===== config.mk =====
export PLATFORM = sky130hd
export DESIGN_NAME = program_loader
export DESIGN_NICKNAME = d
export VERILOG_FILES = /design/src/rtl/program_loader.sv
export SDC_FILE = /design/constraint.sdc
export NUM_CORES = 1
export LEC_CHECK = 0
export BUFFER_PORTS_ARGS = -buffer_cell sky130_fd_sc_hd__clkbuf_2
export CAP_MARGIN = 15
export CELL_PAD_IN_SITES_DETAIL_PLACEMENT = 0
export CELL_PAD_IN_SITES_GLOBAL_PLACEMENT = 1
export CORE_ASPECT_RATIO = 1.75
export CORE_MARGIN = 2
export CORE_UTILIZATION = 49
export DETAILED_ROUTE_END_ITERATION = 6
export PLACE_DENSITY = 0.82
export SYNTH_ARGS = -nofsm -noshare
export SYNTH_HDL_FRONTEND = slang
export SYNTH_SLANG_ARGS = --single-unit

===== constraint.sdc =====
create_clock -name clk -period 8.2 [get_ports clk]
set_input_delay 2.05 -clock clk [delete_from_list [all_inputs] [get_ports clk]]
set_output_delay 2.05 -clock clk [all_outputs]
set_load 0.01 [all_outputs]

===== src/rtl/program_loader.sv =====
`default_nettype none
// ============================================================================
// Module  : program_loader
// Purpose : Boot loader. Assembles a length-prefixed little-endian byte stream
//           into 16-bit instruction writes and holds the core in reset until
//           the image is complete. Optional macro PROGRAM_LOADER_CHECKSUM_EN
//           adds a trailing mod-256 checksum byte to the frame.
// Revision: 1.0 - initial release
// ============================================================================
module program_loader #(
    parameter int ADDR_WIDTH     = 10,
    parameter int INSTR_WIDTH    = 16,
    parameter int TIMEOUT_CYCLES = 65535
) (
    input  logic                   clk,
    input  logic                   reset,
    input  logic [7:0]             rx_data,
    input  logic                   rx_valid,
    output logic                   rx_ready,
    input  logic                   restart,
    output logic                   imem_wr_en,
    output logic [ADDR_WIDTH-1:0]  imem_wr_addr,
    output logic [INSTR_WIDTH-1:0] imem_wr_data,
    output logic                   core_reset,
    output logic                   load_done,
    output logic                   load_error
);

    localparam logic [2:0] c_ST_LEN_LO  = 3'd0;
    localparam logic [2:0] c_ST_LEN_HI  = 3'd1;
    localparam logic [2:0] c_ST_DATA_LO = 3'd2;
    localparam logic [2:0] c_ST_DATA_HI = 3'd3;
    localparam logic [2:0] c_ST_DONE    = 3'd4;
    localparam logic [2:0] c_ST_ERROR   = 3'd5;
`ifdef PROGRAM_LOADER_CHECKSUM_EN
    localparam logic [2:0] c_ST_CSUM       = 3'd6;
    localparam logic [2:0] c_ST_AFTER_LAST = c_ST_CSUM;
`else
    localparam logic [2:0] c_ST_AFTER_LAST = c_ST_DONE;
`endif

    // Idle counter only ever needs to hold TIMEOUT_CYCLES-1.
    localparam int              c_TMO_W     = (TIMEOUT_CYCLES > 1) ? $clog2(TIMEOUT_CYCLES) : 1;
    localparam logic [c_TMO_W-1:0] c_TMO_LAST = c_TMO_W'(TIMEOUT_CYCLES - 1);
    localparam logic [16:0]     c_MAX_WORDS = 17'(2 ** ADDR_WIDTH);

    logic [2:0]             r_state;
    logic [2:0]             w_next_state;
    logic                   w_xfer;
    logic [15:0]            w_len;
    logic                   w_len_bad;
    logic                   w_last;
    logic                   w_counting;
    logic                   w_tmo_hit;

    logic [7:0]             r_len_lo;
    logic [ADDR_WIDTH-1:0]  r_last_idx;
    logic [7:0]             r_lo;
    logic [c_TMO_W-1:0]     r_tmo;
`ifdef PROGRAM_LOADER_CHECKSUM_EN
    logic [7:0]             r_csum;
`endif

    logic                   r_rx_ready;
    logic                   r_wr_en;
    logic [ADDR_WIDTH-1:0]  r_wr_addr;
    logic [INSTR_WIDTH-1:0] r_wr_data;
    logic                   r_core_reset;
    logic                   r_load_done;
    logic                   r_load_error;

    logic                   w_rx_ready_nxt;
    logic                   w_wr_en_nxt;
    logic                   w_core_reset_nxt;
    logic                   w_load_done_nxt;
    logic                   w_load_error_nxt;

    assign w_xfer    = rx_valid & r_rx_ready;
    assign w_len     = {rx_data, r_len_lo};
    assign w_len_bad = (w_len == 16'd0) || ({1'b0, w_len} > c_MAX_WORDS);
    // r_wr_addr already points at the word being assembled: the previous
    // write's increment lands before the next high byte can be accepted.
    assign w_last    = (r_wr_addr == r_last_idx);

    always_comb begin
        w_counting = (r_state == c_ST_LEN_HI) || (r_state == c_ST_DATA_LO) ||
                     (r_state == c_ST_DATA_HI);
`ifdef PROGRAM_LOADER_CHECKSUM_EN
        if (r_state == c_ST_CSUM) begin
            w_counting = 1'b1;
        end
`endif
    end

    assign w_tmo_hit = w_counting && !w_xfer && (r_tmo == c_TMO_LAST);

    // ------------------------------------------------------------------
    // FSM: state register
    // ------------------------------------------------------------------
    always_ff @(posedge clk or posedge reset) begin
        if (reset) begin
            r_state <= c_ST_LEN_LO;
        end else begin
            r_state <= w_next_state;
        end
    end

    // ------------------------------------------------------------------
    // FSM: next-state logic
    // ------------------------------------------------------------------
    always_comb begin
        w_next_state = r_state;
        case (r_state)
            c_ST_LEN_LO: begin
                if (w_xfer) w_next_state = c_ST_LEN_HI;
            end
            c_ST_LEN_HI: begin
                if (w_xfer) w_next_state = w_len_bad ? c_ST_ERROR : c_ST_DATA_LO;
            end
            c_ST_DATA_LO: begin
                if (w_xfer) w_next_state = c_ST_DATA_HI;
            end
            c_ST_DATA_HI: begin
                if (w_xfer) w_next_state = w_last ? c_ST_AFTER_LAST : c_ST_DATA_LO;
            end
`ifdef PROGRAM_LOADER_CHECKSUM_EN
            c_ST_CSUM: begin
                if (w_xfer) w_next_state = (rx_data == r_csum) ? c_ST_DONE : c_ST_ERROR;
            end
`endif
            c_ST_DONE, c_ST_ERROR: begin
                if (restart) w_next_state = c_ST_LEN_LO;
            end
            default: w_next_state = c_ST_LEN_LO;
        endcase
        if (w_tmo_hit) begin
            w_next_state = c_ST_ERROR;
        end
    end

    // ------------------------------------------------------------------
    // FSM: output logic (outputs are registered from the next state)
    // ------------------------------------------------------------------
    always_comb begin
        w_rx_ready_nxt   = (w_next_state == c_ST_LEN_LO)  || (w_next_state == c_ST_LEN_HI) ||
                           (w_next_state == c_ST_DATA_LO) || (w_next_state == c_ST_DATA_HI);
`ifdef PROGRAM_LOADER_CHECKSUM_EN
        if (w_next_state == c_ST_CSUM) begin
            w_rx_ready_nxt = 1'b1;
        end
`endif
        w_wr_en_nxt      = w_xfer && (r_state == c_ST_DATA_HI);
        w_load_done_nxt  = (w_next_state == c_ST_DONE);
        w_load_error_nxt = (w_next_state == c_ST_ERROR);
        w_core_reset_nxt = (w_next_state != c_ST_DONE);
    end

    always_ff @(posedge clk or posedge reset) begin
        if (reset) begin
            r_rx_ready   <= 1'b0;
            r_wr_en      <= 1'b0;
            r_core_reset <= 1'b1;
            r_load_done  <= 1'b0;
            r_load_error <= 1'b0;
        end else begin
            r_rx_ready   <= w_rx_ready_nxt;
            r_wr_en      <= w_wr_en_nxt;
            r_core_reset <= w_core_reset_nxt;
            r_load_done  <= w_load_done_nxt;
            r_load_error <= w_load_error_nxt;
        end
    end

    // ------------------------------------------------------------------
    // Datapath: length capture, byte assembly, address, idle timer
    // ------------------------------------------------------------------
    always_ff @(posedge clk or posedge reset) begin
        if (reset) begin
            r_len_lo   <= 8'd0;
            r_last_idx <= '0;
            r_lo       <= 8'd0;
            r_wr_addr  <= '0;
            r_wr_data  <= '0;
            r_tmo      <= '0;
        end else begin
            if (w_xfer && (r_state == c_ST_LEN_LO)) begin
                r_len_lo <= rx_data;
            end
            if (w_xfer && (r_state == c_ST_LEN_HI)) begin
                r_last_idx <= ADDR_WIDTH'(w_len - 16'd1);
            end
            if (w_xfer && (r_state == c_ST_DATA_LO)) begin
                r_lo <= rx_data;
            end
            if (w_xfer && (r_state == c_ST_DATA_HI)) begin
                r_wr_data <= {rx_data, r_lo};
            end
            if (restart && ((r_state == c_ST_DONE) || (r_state == c_ST_ERROR))) begin
                r_wr_addr <= '0;
            end else if (r_wr_en) begin
                r_wr_addr <= r_wr_addr + ADDR_WIDTH'(1);
            end
            if (!w_counting || w_xfer) begin
                r_tmo <= '0;
            end else begin
                r_tmo <= r_tmo + c_TMO_W'(1);
            end
        end
    end

`ifdef PROGRAM_LOADER_CHECKSUM_EN
    always_ff @(posedge clk or posedge reset) begin
        if (reset) begin
            r_csum <= 8'd0;
        end else if (r_state == c_ST_LEN_LO) begin
            r_csum <= 8'd0;
        end else if (w_xfer && ((r_state == c_ST_DATA_LO) || (r_state == c_ST_DATA_HI))) begin
            r_csum <= r_csum + rx_data;
        end
    end
`endif

    assign rx_ready     = r_rx_ready;
    assign imem_wr_en   = r_wr_en;
    assign imem_wr_addr = r_wr_addr;
    assign imem_wr_data = r_wr_data;
    assign core_reset   = r_core_reset;
    assign load_done    = r_load_done;
    assign load_error   = r_load_error;

endmodule
`default_nettype wire


==> flow_summary.json, run 1 <==
{
  "status": "completed",
  "leakage_nw": 1.98,
  "rows": 40,
  "stdcell_area_um2": 4100,
  "grt_pass1_wl_mm": 10.8,
  "drv_cap": 0,
  "slew_viol_final": 0,
  "whs_path_depth": 2,
  "period_share_pct": 44.1,
  "synth-seq-area-share_pct": 55.2,
  "place.port_buffers": 42,
  "synth-compound-area-share_pct": 3.92,
  "relSlewSlack_pct": 37.0,
  "fin_worst_skew_ps": 3.92,
  "cts_tree": "yes",
  "synth.distinct_cells": 34,
  "hold_viol": 0,
  "fmax_ghz": 0.276,
  "slowest_delay_ps": 570,
  "final_util_pct": 59.8,
  "grt_max_degree": 77,
  "antenna_found_initial": 0,
  "hpwl_mm": 4.68,
  "cts_hold_buf": 0,
  "clkTransAtPathRegs_ps": 50,
  "initialDrtViolationCount": 92,
  "crit_fanout": 5,
  "gr-total-overflow": 0,
  "crit_family": "simple AND/OR/NAND/NOR gates",
  "yosys_warnings": 0,
  "cts.sinks": 76,
  "finalPower_w": 0.00120,
  "dieHeight_um": 115,
  "rsz0062_at_grt": "false",
  "criticalPathCategory": "primary input to flop",
  "setup_viol": 0,
  "die_w_um": 67.4,
  "cpMostUsedCell": "or4_4",
  "stdcell_count": 440,
  "dieArea_um2": 7750,
  "gp_congestion": 0.753,
  "yosysTopAreaCellShare_pct": 54.5,
  "worst_pin_slew_ps": 945,
  "start_util_pct": 50.3,
  "place_inst": 424,
  "placed_area_um2": 3760,
  "ff2ff_setup_slack_ps": 5980,
  "grt_pass1_vias": 2277,
  "muxShareOfSynthArea_pct": 10.7,
  "worstReg2RegStart": "r_len_lo[0]",
  "netlist_instances": 301,
  "htreeDepth": 3,
  "drtPass1Iterations": 4,
  "worstPathCellList": "clkbuf_2, or4_4, or4_4, a31oi_1, o31ai_2, and2_1",
  "min_path_type": "flop to flop",
  "worstReg2RegEnd": "rx_ready",
  "synth_top_family_by_area": "simple AND/OR/NAND/NOR gates",
  "num_antenna_cells": 0,
  "holdPathEnd": "r_last_idx[5]",
  "synth_nets": 318,
  "cts_buffers": 9,
  "ant_nets": 0,
  "crit_arrival_ps": 3840,
  "core_area_um2": 6860,
  "layout_min_cycle_time_ps": 3620,
  "clock_latency_ps": 340,
  "powerDensity_nw_per_um2": 294,
  "yosys.area_share.adder_pct": 1.82,
  "synth_xor_area_share_pct": 10.2,
  "worstSetupStartpointType": "primary input",
  "post_cts_buffers": 0,
  "drive_above_1_share_pct": 28.9,
  "cts.path.max_buffers": 2,
  "ys_top_cells_by_area": "dfrtp_1 54%, mux2_2 10%, xor2_1 6.6%",
  "drc": 0,
  "synth_top_area_cell": "dfrtp_1",
  "end_kind": "flop",
  "synth_area_per_cell_um2": 11.4,
  "num_io_pins": 43,
  "grt_usage_pct": 19.2,
  "cts_resized": 0,
  "viasPerCell": 5.25,
  "yosys.area_share.simple_pct": 16.9,
  "netlist_area_um2": 3450,
  "cts-root-buf": "clkbuf_16",
  "finalWirelength_mm": 6.54,
  "tns_ps": 0,
  "path_buf_inv": 1,
  "hold_start": "r_last_idx[5]",
  "max-vdd-ir-drop_mv": 0.194,
  "synth_seq_cells": 76,
  "vias": 2308,
  "post_drt_wl_per_cell_um": 14.9,
  "area_growth_pct": 18.9,
  "cp_data_required_time_ps": 8430,
  "num-nets-final": 368,
  "rr_worst_depth": 7,
  "cp_slowest_cell": "or4_4"
}
==> metrics by stage <==
step / hold slack, ps / worst slack (ps)
floorplan: 469 / 4210
global placement: 480 / 4240
detailed placement: 489 / 4220
CTS: 502 / 4580
global route: 525 / 4550
finish: 496 / 4580
==> registers in the layout (all words and copies together), names as in the netlist <==
signal        count
core_reset        1
imem_wr_data     16
rx_ready          1
r_tmo            16
load_done         1
r_lo              8
load_error        1
r_len_lo          8
imem_wr_addr     10
r_state           3
r_last_idx       10
imem_wr_en        1
==> worst max path at each step <==
stage / startpoint / cells after the start / slack, ps / to
final: rx_data[0] / 6 / 4580 / rx_ready
after global routing: rx_data[0] / 6 / 4550 / rx_ready
after CTS: rx_data[0] / 6 / 4580 / rx_ready
after detailed placement: rx_data[0] / 6 / 4220 / rx_ready
after global placement: rx_data[0] / 6 / 4240 / rx_ready
after floorplan: reset / 1 / 4210 / imem_wr_addr[0]
==> kinds of logic (layout without fill, tap and decap cells) <==
kind of cell,after synthesis,in the layout
muxes,33,33
and+or+nand+nor,114,114
adders and majority gates,5,5
buffers and inverters,11,66
AOI/OAI and AO/OA,22,22
DFF,76,76
xor gates and xnor gates,40,40
==> layout make-up <==
type	instances	area, um2
Clock buffer	12	267
Clock inverter	4	70.1
Fill cell	582	2760
Inverter	5	18.8
Multi-Input combinational cell	214	1500
Sequential cell	76	1900
Tap cell	84	105
Timing Repair Buffer	45	233
==> per-layer routing <==
metal	wire length [um]	share of wire (%)	vias up	track usage, %
met5	0	0	-	0
met4	95	1.5	0	7.35
met3	202	3.1	8	6.75
met2	3550	54	30	32.1
met1	2690	41	1127	22.1
li1	-	-	1143	-
==> layout by cell type, fill, tap and decap left out, types with 3 or more instances in the layout <==
cell,count
nand3_1,11
nor4_1,4
nand2b_1,4
xnor2_1,14
o21ai_0,14
nand2_1,24
inv_1,4
dfrtp_1,75
clkbuf_16,9
ha_1,5
buf_4,3
nand4_1,9
clkbuf_8,3
mux2_2,32
nor2_1,35
nor3_1,3
or4_1,3
and4_1,3
and3_1,4
xor2_1,26
clkbuf_2,42
==> worst min-delay path: stages (launching register included) <==
cell and delay [ps]:
dfrtp_1 350, nand2_1 50, o21ai_0 60
==> power by group <==
| group | leakage [nW] | switching [W] | internal [W] | total, W |
|---|---|---|---|---|
| logic | 0.801 | 0.000134 | 0.000117 | 0.000251 |
| registers | 1.01 | 0.0000686 | 0.000451 | 0.000519 |
| clock network | 0.169 | 0.000144 | 0.000290 | 0.000433 |
==> synthesized netlist by cell type (all sizes together) <==
master	instances
and2	1
or4	5
a31oi	2
or3	2
nand4	9
o31ai	2
nor3b	3
nand3	11
or3b	1
xor2	26
xnor2	14
and4	3
mux2i	1
dfrtp	75
a211oi	1
o21ai	15
ha	5
or2	1
dfstp	1
and3	4
nor2b	2
nor3	3
clkbuf	6
nand2b	4
mux2	32
inv	5
a21oi	2
nand3b	2
nor4	4
nand2	24
nor2	35
Note: power is estimated with default switching activity, not from simulation.
==> inputs of run 2 (changes only) <==
Settings changed: CORE_UTILIZATION 49 to 41, PLACE_DENSITY 0.82 to 0.73.
Clock period 8.2 ns to 3 ns, I/O delays scaled along.
==> flow_summary.json, run 2 (synthesis results as in run 1) <==
{
  "status": "completed",
  "startpoint": "rx_data[0]",
  "dieHeight_um": 125,
  "criticalPathCategory": "primary input to flop",
  "clkTransAtPathRegs_ps": 50,
  "worstSetupStartpointType": "primary input",
  "rsz0062_at_grt": "false",
  "antenna_found_initial": 0,
  "ant_nets": 0,
  "period_share_pct": 75.7,
  "placed_area_um2": 3800,
  "drtPass1Iterations": 4,
  "post_cts_buffers": 0,
  "cts.sinks": 76,
  "grt_usage_pct": 16.0,
  "crit_arrival_ps": 2490,
  "start_util_pct": 41.7,
  "htreeDepth": 3,
  "cts_buffers": 9,
  "viasPerCell": 5.15,
  "worst_pin_slew_ps": 678,
  "cts_resized": 0,
  "worstReg2RegStart": "r_len_lo[0]",
  "cts-root-buf": "clkbuf_16",
  "vias": 2311,
  "post_drt_wl_per_cell_um": 14.7,
  "powerDensity_nw_per_um2": 779,
  "dieArea_um2": 9180,
  "drive_above_1_share_pct": 28.9,
  "area_growth_pct": 18.7,
  "fmax_ghz": 0.440,
  "grt_pass1_wl_mm": 11.3,
  "crit_fanout": 5,
  "min_path_type": "primary input to asynchronous set/reset pin",
  "relSlewSlack_pct": 54.7,
  "gp_congestion": 0.768,
  "rows": 44,
  "final_common_cell": "dfrtp_1",
  "slew_viol_final": 0,
  "cts.path.max_buffers": 2,
  "tns_ps": 0,
  "leakage_nw": 1.97,
  "whs_ps": 477,
  "grt_pass1_vias": 2326,
  "cp_data_required_time_ps": 3220,
  "num_io_pins": 43,
  "end_kind": "flop",
  "gr-total-overflow": 0,
  "num_antenna_cells": 0,
  "initialDrtViolationCount": 81,
  "hpwl_mm": 4.93,
  "layout_min_cycle_time_ps": 2270,
  "finalWirelength_mm": 6.60,
  "place.port_buffers": 42,
  "setup_viol": 0,
  "mostFrequentLayoutCells": "75 x dfrtp_1, 42 x clkbuf_2, 35 x nor2_1",
  "core_area_um2": 8260,
  "fin_worst_skew_ps": 6.40,
  "cts_hold_buf": 0,
  "clock_latency_ps": 330,
  "hold_viol": 0,
  "num-nets-final": 370,
  "grt_max_degree": 49,
  "drc": 0,
  "cts_tree": "yes",
  "die_w_um": 73.3,
  "stdcell_area_um2": 4090,
  "drv_cap": 0,
  "max-vdd-ir-drop_mv": 0.512
}
-- run 2: cell type report --
class	instances	area, um2
fill	773	4170
sequential	76	1900
multi-input combinational	214	1500
timing repair buffer	47	260
clock buffer	11	243
tap	92	115
clock inverter	4	50.0
inverter	5	18.8
-- run 2: layer usage --
layer | up-vias | GRT usage [%] | routed length [um] | share of wire (%)
li1 | 1150 | - | - | -
met1 | 1114 | 19.8 | 2730 | 41
met2 | 37 | 25.9 | 3520 | 53
met4 | 0 | 8.13 | 163 | 2.5
met5 | - | 0 | 0 | 0
met3 | 10 | 3.55 | 191 | 2.9
-- run 2: path summary, 6_finish.rpt --
path / endpoint / slack, ps / cells after the start
min in group clk: r_last_idx[0] / 500 / 2
hold / removal: load_done / 480 / 2
setup reg to reg: r_state[1] / 800 / 7
hold reg to reg: r_last_idx[0] / 500 / 2
max in group asynchronous: r_len_lo[1] / 1860 / 3
setup / recovery: rx_ready / 730 / 6
-- run 2: critical path, cell delays in order --
cell and delay [ps]:
clkbuf_2 120, or4_4 560, or4_4 530, a31oi_1 210, o31ai_2 130, and2_1 180
-- run 2: where the power goes --
part	leakage, nW	total (W)	internal [W]	switching [W]
clock network	0.138	0.00106	0.000660	0.000399
registers	1.01	0.00142	0.00123	0.000188
logic	0.815	0.000709	0.000338	0.000371
-- run 2: through the flow --
stage | total power (W) | utilization (%) | std cells | worst slack (ps)
3_3_place_gp | 0.00214 | 46.0 | 434 | 388
5_1_grt | 0.00339 | 49.5 | 449 | 659
6_report | 0.00319 | 49.5 | 449 | 729
3_5_place_dp | 0.00216 | 46.0 | 434 | 356
2_1_floorplan | 0.00192 | - | 301 | 313
4_1_cts | 0.00323 | 49.5 | 449 | 714
